`src/rtl/parking_if.sv`:
```
// Bay sensor inputs and occupancy outputs between the pads, the monitor and the lot controller.
// The overstay vector exists only when PARKING_OVERSTAY_EN is defined.
interface parking_if #(
   parameter int NUM_SPACES = 8
) ();
   localparam int CNT_W = $clog2(NUM_SPACES + 1);

   logic [NUM_SPACES-1:0] sensors;
   logic [NUM_SPACES-1:0] space_occupied;
   logic [NUM_SPACES-1:0] arrive_pulse;
   logic [NUM_SPACES-1:0] depart_pulse;
   logic [CNT_W-1:0]      occupied_count;
   logic [CNT_W-1:0]      free_count;
   logic                  lot_full;
   logic                  lot_empty;
`ifdef PARKING_OVERSTAY_EN
   logic [NUM_SPACES-1:0] overstay;
`endif

   modport master (
      output sensors,
      input  space_occupied, arrive_pulse, depart_pulse,
      input  occupied_count, free_count, lot_full, lot_empty
`ifdef PARKING_OVERSTAY_EN
      , input overstay
`endif
   );

   modport slave (
      input  sensors,
      output space_occupied, arrive_pulse, depart_pulse,
      output occupied_count, free_count, lot_full, lot_empty
`ifdef PARKING_OVERSTAY_EN
      , output overstay
`endif
   );
endinterface

```
`src/rtl/parking_occupancy_monitor.sv`:
```
// Synchronises and debounces NUM_SPACES bay sensors into a registered occupancy map with event pulses,
// counts and full/empty flags. Define PARKING_OVERSTAY_EN to add per-bay overstay detection.
module parking_occupancy_monitor #(
   parameter int NUM_SPACES      = 8,
   parameter int DEBOUNCE_CYCLES = 4
`ifdef PARKING_OVERSTAY_EN
   , parameter int OVERSTAY_LIMIT = 1000
`endif
) (
   input  logic     clk,
   input  logic     rst,
   parking_if.slave bus
);
   localparam int CNT_W = $clog2(NUM_SPACES + 1);
   localparam int DB_W  = $clog2(DEBOUNCE_CYCLES + 1);

   logic [NUM_SPACES-1:0] s1, s2;
   logic [DB_W-1:0]       db_cnt [NUM_SPACES];
   logic [NUM_SPACES-1:0] occ, arrive, depart;
   logic [CNT_W-1:0]      occ_cnt, free_cnt;
   logic                  full, empty;

   logic [NUM_SPACES-1:0] accept, occ_next;
   logic [CNT_W-1:0]      cnt_next;

   // NOTE: every always_comb output gets a default before any conditional logic, so no latch is inferred.
   always_comb begin
      accept   = '0;
      cnt_next = '0;
      for (int i = 0; i < NUM_SPACES; i++) begin
         accept[i] = (s2[i] != occ[i]) && (db_cnt[i] == DB_W'(DEBOUNCE_CYCLES - 1));
      end
      occ_next = occ ^ accept;
      for (int i = 0; i < NUM_SPACES; i++) begin
         cnt_next = cnt_next + CNT_W'(occ_next[i]);
      end
   end

   // NOTE: sequential state uses non-blocking assignments so every flop samples pre-edge values.
   always_ff @(posedge clk or posedge rst) begin
      if (rst) begin
         s1       <= '0;
         s2       <= '0;
         occ      <= '0;
         arrive   <= '0;
         depart   <= '0;
         occ_cnt  <= '0;
         free_cnt <= CNT_W'(NUM_SPACES);
         full     <= 1'b0;
         empty    <= 1'b1;
         // NOTE: the per-bay counter array is ordinary flops, not RAM, so it is reset with everything else.
         for (int i = 0; i < NUM_SPACES; i++) db_cnt[i] <= '0;
      end else begin
         s1 <= bus.sensors;
         s2 <= s1;
         for (int i = 0; i < NUM_SPACES; i++) begin
            if (s2[i] == occ[i] || accept[i]) db_cnt[i] <= '0;
            else                              db_cnt[i] <= db_cnt[i] + 1'b1;
         end
         occ      <= occ_next;
         arrive   <= accept & occ_next;
         depart   <= accept & ~occ_next;
         occ_cnt  <= cnt_next;
         free_cnt <= CNT_W'(NUM_SPACES) - cnt_next;
         full     <= (cnt_next == CNT_W'(NUM_SPACES));
         empty    <= (cnt_next == '0);
      end
   end

   assign bus.space_occupied = occ;
   assign bus.arrive_pulse   = arrive;
   assign bus.depart_pulse   = depart;
   assign bus.occupied_count = occ_cnt;
   assign bus.free_count     = free_cnt;
   assign bus.lot_full       = full;
   assign bus.lot_empty      = empty;

`ifdef PARKING_OVERSTAY_EN
   localparam int OV_W = $clog2(OVERSTAY_LIMIT + 1);

   logic [OV_W-1:0]       ov_cnt  [NUM_SPACES];
   logic [OV_W-1:0]       ov_next [NUM_SPACES];
   logic [NUM_SPACES-1:0] ov_flag;

   // Counter restarts on arrival, saturates while parked and is cleared on departure.
   always_comb begin
      for (int i = 0; i < NUM_SPACES; i++) begin
         ov_next[i] = ov_cnt[i];
         if (!occ_next[i] || (accept[i] && occ_next[i])) ov_next[i] = '0;
         else if (occ[i] && ov_cnt[i] < OV_W'(OVERSTAY_LIMIT)) ov_next[i] = ov_cnt[i] + 1'b1;
      end
   end

   always_ff @(posedge clk or posedge rst) begin
      if (rst) begin
         ov_flag <= '0;
         for (int i = 0; i < NUM_SPACES; i++) ov_cnt[i] <= '0;
      end else begin
         for (int i = 0; i < NUM_SPACES; i++) begin
            ov_cnt[i]  <= ov_next[i];
            ov_flag[i] <= (ov_next[i] == OV_W'(OVERSTAY_LIMIT)) && occ_next[i];
         end
      end
   end

   assign bus.overstay = ov_flag;
`endif
endmodule

```
`src/flat_wrapper.sv`:
```
// flat-port wrapper written by rule: the top's interface ports become plain ports
module parking_occupancy_monitor_flat 
#(
   parameter int NUM_SPACES      = 8,
   parameter int DEBOUNCE_CYCLES = 4

)
  (clk, rst, bus_sensors, bus_space_occupied, bus_arrive_pulse, bus_depart_pulse, bus_occupied_count, bus_free_count, bus_lot_full, bus_lot_empty);
  parking_if #(.NUM_SPACES(NUM_SPACES)) bus_i ();
  input  logic clk;
  input  logic rst;
  input wire logic [$bits(bus_i.sensors)-1:0] bus_sensors;
  output wire logic [$bits(bus_i.space_occupied)-1:0] bus_space_occupied;
  output wire logic [$bits(bus_i.arrive_pulse)-1:0] bus_arrive_pulse;
  output wire logic [$bits(bus_i.depart_pulse)-1:0] bus_depart_pulse;
  output wire logic [$bits(bus_i.occupied_count)-1:0] bus_occupied_count;
  output wire logic [$bits(bus_i.free_count)-1:0] bus_free_count;
  output wire logic [$bits(bus_i.lot_full)-1:0] bus_lot_full;
  output wire logic [$bits(bus_i.lot_empty)-1:0] bus_lot_empty;
  assign bus_i.sensors = bus_sensors;
  assign bus_space_occupied = bus_i.space_occupied;
  assign bus_arrive_pulse = bus_i.arrive_pulse;
  assign bus_depart_pulse = bus_i.depart_pulse;
  assign bus_occupied_count = bus_i.occupied_count;
  assign bus_free_count = bus_i.free_count;
  assign bus_lot_full = bus_i.lot_full;
  assign bus_lot_empty = bus_i.lot_empty;
  parking_occupancy_monitor #(.NUM_SPACES(NUM_SPACES), .DEBOUNCE_CYCLES(DEBOUNCE_CYCLES)) u_core (.clk(clk), .rst(rst), .bus(bus_i));
endmodule
```
`config.mk`:
```
export PLATFORM = sky130hd
export DESIGN_NAME = parking_occupancy_monitor_flat
export DESIGN_NICKNAME = d
export VERILOG_FILES = /design/src/rtl/parking_if.sv /design/src/rtl/parking_occupancy_monitor.sv /design/src/flat_wrapper.sv
export SDC_FILE = /design/constraint.sdc
export NUM_CORES = 1
export LEC_CHECK = 0
export ABC_AREA = 1
export CAP_MARGIN = 20
export CORE_ASPECT_RATIO = 0.5
export CORE_MARGIN = 2
export CORE_UTILIZATION = 32
export CTS_CLUSTER_SIZE = 10
export DETAILED_ROUTE_END_ITERATION = 10
export PLACE_DENSITY_LB_ADDON = 0.08
export REMOVE_ABC_BUFFERS = 1
export SYNTH_ARGS = -nofsm -noshare
export SYNTH_HDL_FRONTEND = slang
export SYNTH_SLANG_ARGS = --single-unit
```
`constraint.sdc`:
```
create_clock -name clk -period 4.65 [get_ports clk]
set_clock_uncertainty 0.15 [all_clocks]
set_input_delay 1.395 -clock clk [delete_from_list [all_inputs] [get_ports clk]]
set_output_delay 1.395 -clock clk [all_outputs]
set_load 0.01 [all_outputs]
```
==> results of run 1 <==
-- state kept, by name, summed over array words and instances (netlist names) --
| signal | cells |
|---|---|
| u_core.bus.lot_full | 1 |
| u_core.bus.occupied_count | 4 |
| u_core.bus.free_count | 3 |
| u_core.db_cnt | 24 |
| u_core.bus.lot_empty | 1 |
| u_core.bus.depart_pulse | 8 |
| u_core.bus.arrive_pulse | 8 |
| u_core.bus.space_occupied | 8 |
| u_core.s1 | 8 |
| u_core.s2 | 8 |
-- metrics by stage --
step / worst slack (ns) / instance area [sq um]
6_report: 0.686 / 3700
2_1_floorplan: 0.924 / 2800
5_1_grt: 0.440 / 3700
4_1_cts: 0.628 / 3700
3_5_place_dp: 0.658 / 3400
3_3_place_gp: 0.785 / 3400
-- cells by family after synthesis --
kind of cell	Yosys count
simple gates	80
xor+xnor	8
buf+inv	48
flops	73
fa+ha+maj	26
compound gates	7
-- metal layers --
layer,up-vias,GRT usage (%)
met4,0,5.21
met2,27,17.6
li1,838,-
met5,-,0
met3,4,4.14
met1,813,12.7
-- placed cells by master (no fill, tap or decap) --
cell and n:
a21oi_1 3, and2_1 1, buf_4 2, bufinv_16 1, clkbuf_1 2, clkbuf_16 9, clkbuf_8 3, clkdlybuf4s50_1 43
clkinv_2 1, dfrtp_1 71, dfstp_2 2, fa_1 4, ha_1 22, inv_1 45, inv_2 2, nand2_1 27
nand2_2 1, nand2_4 2, nand3_1 4, nor2_1 36, nor2_2 1, nor3_1 8, o21ai_0 4, xnor2_1 1
xor2_1 7
-- final timing paths --
check | slack, ns | from | cells past startpoint | end
worst min register to register | 0.20 | u_core.s1[4] | 0 | u_core.s2[4]
max in group asynchronous | 2.17 | rst | 3 | u_core.bus.arrive_pulse[0]
min in group asynchronous | 1.38 | rst | 2 | u_core.bus.occupied_count[3]
worst max register to register | 0.69 | u_core.db_cnt[21] | 14 | u_core.bus.lot_full
worst min-delay path | 0.20 | u_core.s1[4] | 0 | u_core.s2[4]
worst max-delay path | 0.69 | u_core.db_cnt[21] | 14 | u_core.bus.lot_full
-- where the power goes --
group / switching, mW / total, mW / leakage (nW) / internal, mW
Clock: 0.236 / 0.694 / 0.153 / 0.458
Sequential: 0.0786 / 0.906 / 0.929 / 0.827
Combinational: 0.714 / 1.29 / 0.741 / 0.573
Total: 1.03 / 2.89 / 1.82 / 1.86
-- worst register-to-register path, stage by stage, from the launching register on --
cell     delay (ns)
dfrtp_1        0.38
ha_1           0.20
ha_1           0.20
o21ai_0        0.25
ha_1           0.30
fa_1           0.49
inv_1          0.06
fa_1           0.46
fa_1           0.37
inv_1          0.11
fa_1           0.45
inv_1          0.08
ha_1           0.18
nand3_1        0.11
nor2_1         0.11
-- layout make-up --
cell class / count / share of cell area [%]
sequential: 73 / 49.4
multi-input combinational: 121 / 21.5
inverter: 47 / 4.76
timing repair buffer: 45 / 12.0
tap: 117 / 3.95
clock buffer: 14 / 7.40
clock inverter: 2 / 0.946
==> run_results.csv, run 1 <==
group,metric,value,unit
sta,min_period,3.96,ns
worst_setup_path,crit_arrival,4.07,ns
final_layout,diodes,0,
synthesis,synthAdderAreaFrac,12.6,%
detailed_routing,first_pass_iters,4,
place,io_buffers,43,
synthesis,synth_simple_gate_area_share,12.0,%
synthesis,yosysSeqAreaShare,65.1,%
worst_setup_path,criticalPathCategory,"reg -> reg",
flow_run,drv_cap,0,
final_layout,final_core_util,43.0,%
synthesis,synth_top_family_by_area,"adder cells",
final_layout,areaGrowthSynthToFinish,31.8,%
clock_network,clkTransAtPathRegs,0.05,ns
sta,max_slew.worst_pin.slew,0.777,ns
synthesis,synth_compound_area_share,1.25,%
detailed_routing,first_iter_violations,58,
clock_network,clockRootBuffer,"clkbuf_16",
global_route,grt_first_pass_wirelength,7.87,mm
worst_setup_path,slowest_delay,0.49,ns
sta,rsz0062_at_grt,"false",
sta,clock.fmax,0.252,GHz
worst_setup_path,required,4.76,ns
global_route,grt_start_max_net_pins,39,
sta,setup_tns,0,ns
clock_network,post_cts_buffers,0,
synthesis,synth_area_leader_cell,"dfrtp_1",
min_path,hp-class,"reg -> reg",
final_layout,instances_no_fill,419,
final_layout,multi_input_area,798,sq um
detailed_routing,vias,1682,
sta,hold_viol_final,0,
synthesis,synth-seq-cells,73,
sta,relSlewSlack,48.1,%
clock_network,cts.path.max_buffers,2,
floorplanning,coreArea,8620,sq um
detailed_routing,drc,0,
worst_setup_path,cp_cell_sequence,"ha_1 > ha_1 > o21ai_0 > ha_1 > fa_1 > inv_1 > fa_1 > fa_1 > inv_1 > fa_1 > inv_1 > ha_1 > nand3_1 > nor2_1",
synthesis,syn_area_per_cell,11.6,sq um
place,hpwl,3.21,mm
detailed_routing,routed_via_density,4.01,
synthesis,yosys.area_share.xor_xnor,2.49,%
detailed_routing,totalWireLength,4.39,mm
sta,holdWs,0.196,ns
synthesis,yosys.area.top_type_share,63.2,%
clock_network,clk_latency,0.32,ns
synthesis,netlist_area,2810,sq um
detailed_routing,routedWlPerCell,10.5,um
floorplanning,die_h,70.3,um
clock_network,cts_inserted_buffers,9,
synthesis,yosysUniqueCellTypes,19,
synthesis,synth-edff-count,0,
worst_setup_path,start_kind,"register",
synthesis,synth_commonest_cells,"dfrtp_1 (71), inv_1 (46), nor2_1 (36)",
synthesis,async_reset_ff_share,100,%
final_layout,nNetsFinal,333,
synthesis,synth.area.top_cells,"dfrtp_1 (63%), ha_1 (9.8%), inv_1 (6.1%), nor2_1 (4.8%), nand2_1 (3.6%)",
global_route,grt_pass1_vias,1772,
global_route,antenna_found_initial,0,
sta,finalSetupViolations,0,
place,dpl.cell_count,403,
floorplanning,die_w,137,um
sta,drv_slew,0,
worst_setup_path,endpoint_kind,"register",
worst_setup_path,critPathSlowestCell,"fa_1",
clock_network,clock-sinks,73,
worst_setup_path,critPathBufInv,3,
floorplanning,ioPinCount,44,
synthesis,netlist_instances,242,
final_layout,fill_cells,815,
floorplanning,rows,24,
synthesis,synth.most_common_cell,"dfrtp_1",
power_and_ir_drop,ir_worst_vdd,0.399,mV
detailed_routing,ant_nets,0,
synthesis,synthMuxAreaShare,0,%
sta,period_share,85.2,%
floorplanning,start_util,32.6,%
power_and_ir_drop,power_leakage,1.82,nW
clock_network,htree_levels,3,
clock_network,cts_tree,"done",
global_route,track_usage,10.9,%
place,place.gp.congestion,0.690,
final_layout,drive_gt1_share,7.95,%
clock_network,ctsHoldBuffers,0,
final_layout,regArea,1830,sq um
floorplanning,dieArea,9600,sq um
detailed_routing,dr_wl_met3,210,um
global_route,grt-ovfl-total,0,
power_and_ir_drop,power_density,780,nW/um^2
detailed_routing,wl_met1,1.95,mm
status,status,"finished clean",
synthesis,yosysWarnings,0,
detailed_routing,top_layer,"met4",
clock_network,cts_resized,0,
detailed_routing,wl_met2,2.18,mm
power_and_ir_drop,power.total,2.89,mW
synthesis,synthFlopType,"dfrtp_1",
worst_setup_path,worstPathMaxFanout,3,
worst_setup_path,crit_family,"adder cells",
Power figures use the tool's default switching activity.
==> run 2: changes to the inputs <==
--- a/config.mk
+++ b/config.mk
@@ -6,6 +6,7 @@
 export NUM_CORES = 1
 export LEC_CHECK = 0
 export ABC_AREA = 1
+export ABC_CLOCK_PERIOD_IN_PS = 4650
 export CAP_MARGIN = 20
 export CORE_ASPECT_RATIO = 0.5
 export CORE_MARGIN = 2
==> results of run 2 <==
Same layout as run 1: the final DEF is identical, and so are final timing and power.
==> RTL change (settings of run 2) <==
`NUM_SPACES` is set to 8 in 3 places; all go to 16.
--- a/src/rtl/parking_if.sv
+++ b/src/rtl/parking_if.sv
@@ -3,3 +3,3 @@
 interface parking_if #(
-   parameter int NUM_SPACES = 8
+   parameter int NUM_SPACES = 16
 ) ();
--- a/src/rtl/parking_occupancy_monitor.sv
+++ b/src/rtl/parking_occupancy_monitor.sv
@@ -3,3 +3,3 @@
 module parking_occupancy_monitor #(
-   parameter int NUM_SPACES      = 8,
+   parameter int NUM_SPACES      = 16,
    parameter int DEBOUNCE_CYCLES = 4
--- a/src/flat_wrapper.sv
+++ b/src/flat_wrapper.sv
@@ -3,3 +3,3 @@
 #(
-   parameter int NUM_SPACES      = 8,
+   parameter int NUM_SPACES      = 16,
    parameter int DEBOUNCE_CYCLES = 4
Interface: changed (6 resized); port bits go from 44 to 78. The function was not compared with the original's and may differ.
==> RTL change against run 2 <==
- via count up 97%
- critical path type unchanged
- area after synthesis up 93%
- critical path depth up 7
- sequential cell count up 66
- worst setup slack worse by 1.0 ns
- final area up 110%
- the run now ends with negative setup slack left
- routed wire length up 110%
Power is left out: the tool's default activity adds up to more than one toggle a clock period on the data nets, which glitch-free logic cannot reach.
==> RTL change: results (changes against run 2) <==
Routed met3 length=363 um (+73%); hold path start=u_core.s1[6]$_DFF_PP0_; Syn Area/Cell=11.7 um^2 (+1.1%); WP data arrival=5.19 ns (+1.12 ns); Final WS setup=-0.332 ns (-1.02 ns); most frequent cells after synthesis=dfrtp_1, inv_1, nor2_1; dpl cells=803 (+99%); Final setup viols=8 (+8); crit path to=u_core.bus.free_count[4]$_DFF_PP1_; Synth Area in Compound Gates=1.48% (+0.23 points); max FFs per register=48 (+100%); vias in the first global route=3381 (+91%); Min-Delay Endpoint=u_core.s2[6]$_DFF_PP0_; max_slew headroom=60.0% (+12 points); crit-path max cell delay=0.52 ns (+0.03 ns); sequential area share after synthesis=64.1% (-0.93 points); DP Worst Slack=-0.687 ns (-1.34 ns); number of buffers added on ports=77 (+79%); GR Util met3=3.83% (-0.31 points); GP Congestion=0.716 (+3.7%); Post-Route Setup TNS=-1.49 ns (-1.49 ns); Via density=3.93 (-2.1%); filler-free cell count of the finished design=843 (+100%); largest cells by area after synthesis=dfrtp_1, ha_1, inv_1; Post-Synth XOR/XNOR Area=2.26% (-0.23 points); hpwl dp=6.15 mm (+91%); Fill cells=1517 (+86%); largest net degree at the start of global routing=68 (+74%); metal1 wirelength=4.70 mm (+140%); outcome=finished with violations; number of gates resized after CTS=34 (+34); Synth Area in Adders=14.8% (+2.1 points); r2r startpoint=u_core.db_cnt[42]$_DFF_PP0_; setup bufs post-CTS=5 (+5); Cell Area, Placed=0.00678 mm^2 (+100%); H-tree Lvls=4 (+1); routed wl met2=4.00 mm (+84%); met2 usage=17.1% (-0.49 points); Clock Latency Late Sink=0.41 ns (+0.09 ns); Hold WS=0.195 ns (-0.000297 ns); nets=679 (+100%); met1 GRT Util=15.4% (+2.7 points); failing checks=negative setup slack; first-pass GRT wire length=15.9 mm (+100%); drt wl/cell=10.9 um (+4.1%); Worst Reg2Reg Path Length in Cells=21 (+7)
==> RTL change: changes by cell type after synthesis, moves of 4 or more <==
cell	run 2	this run
nand3_1	4	9
fa_1	4	10
a21oi_1	3	8
ha_1	22	48
inv_1	46	93
nand2_1	27	41
xor2_1	7	14
o21ai_0	4	8
nor2_1	36	66
dfrtp_1	71	137
nor3_1	8	12
==> RTL change: worst max-delay path: cells and delay by family, from the launching register on <==
kind                     cells  cell delay (ns)
buffers and inverters        6             0.26
adder cells (fa/ha/maj)     11             3.87
AND/OR/NAND/NOR              3             0.17
AO/OA/AOI/OAI                1             0.07
flip-flops                   1             0.41
==> RTL change: final cells by class <==
cell class,instances,area [um^2],share of cell area [%]
Tap cell,227,284,3.70
Timing Repair Buffer,123,1130,14.7
Sequential cell,139,3480,45.3
Multi-Input combinational cell,228,1780,23.2
Clock inverter,13,216,2.82
Clock buffer,19,433,5.63
Inverter,94,358,4.66
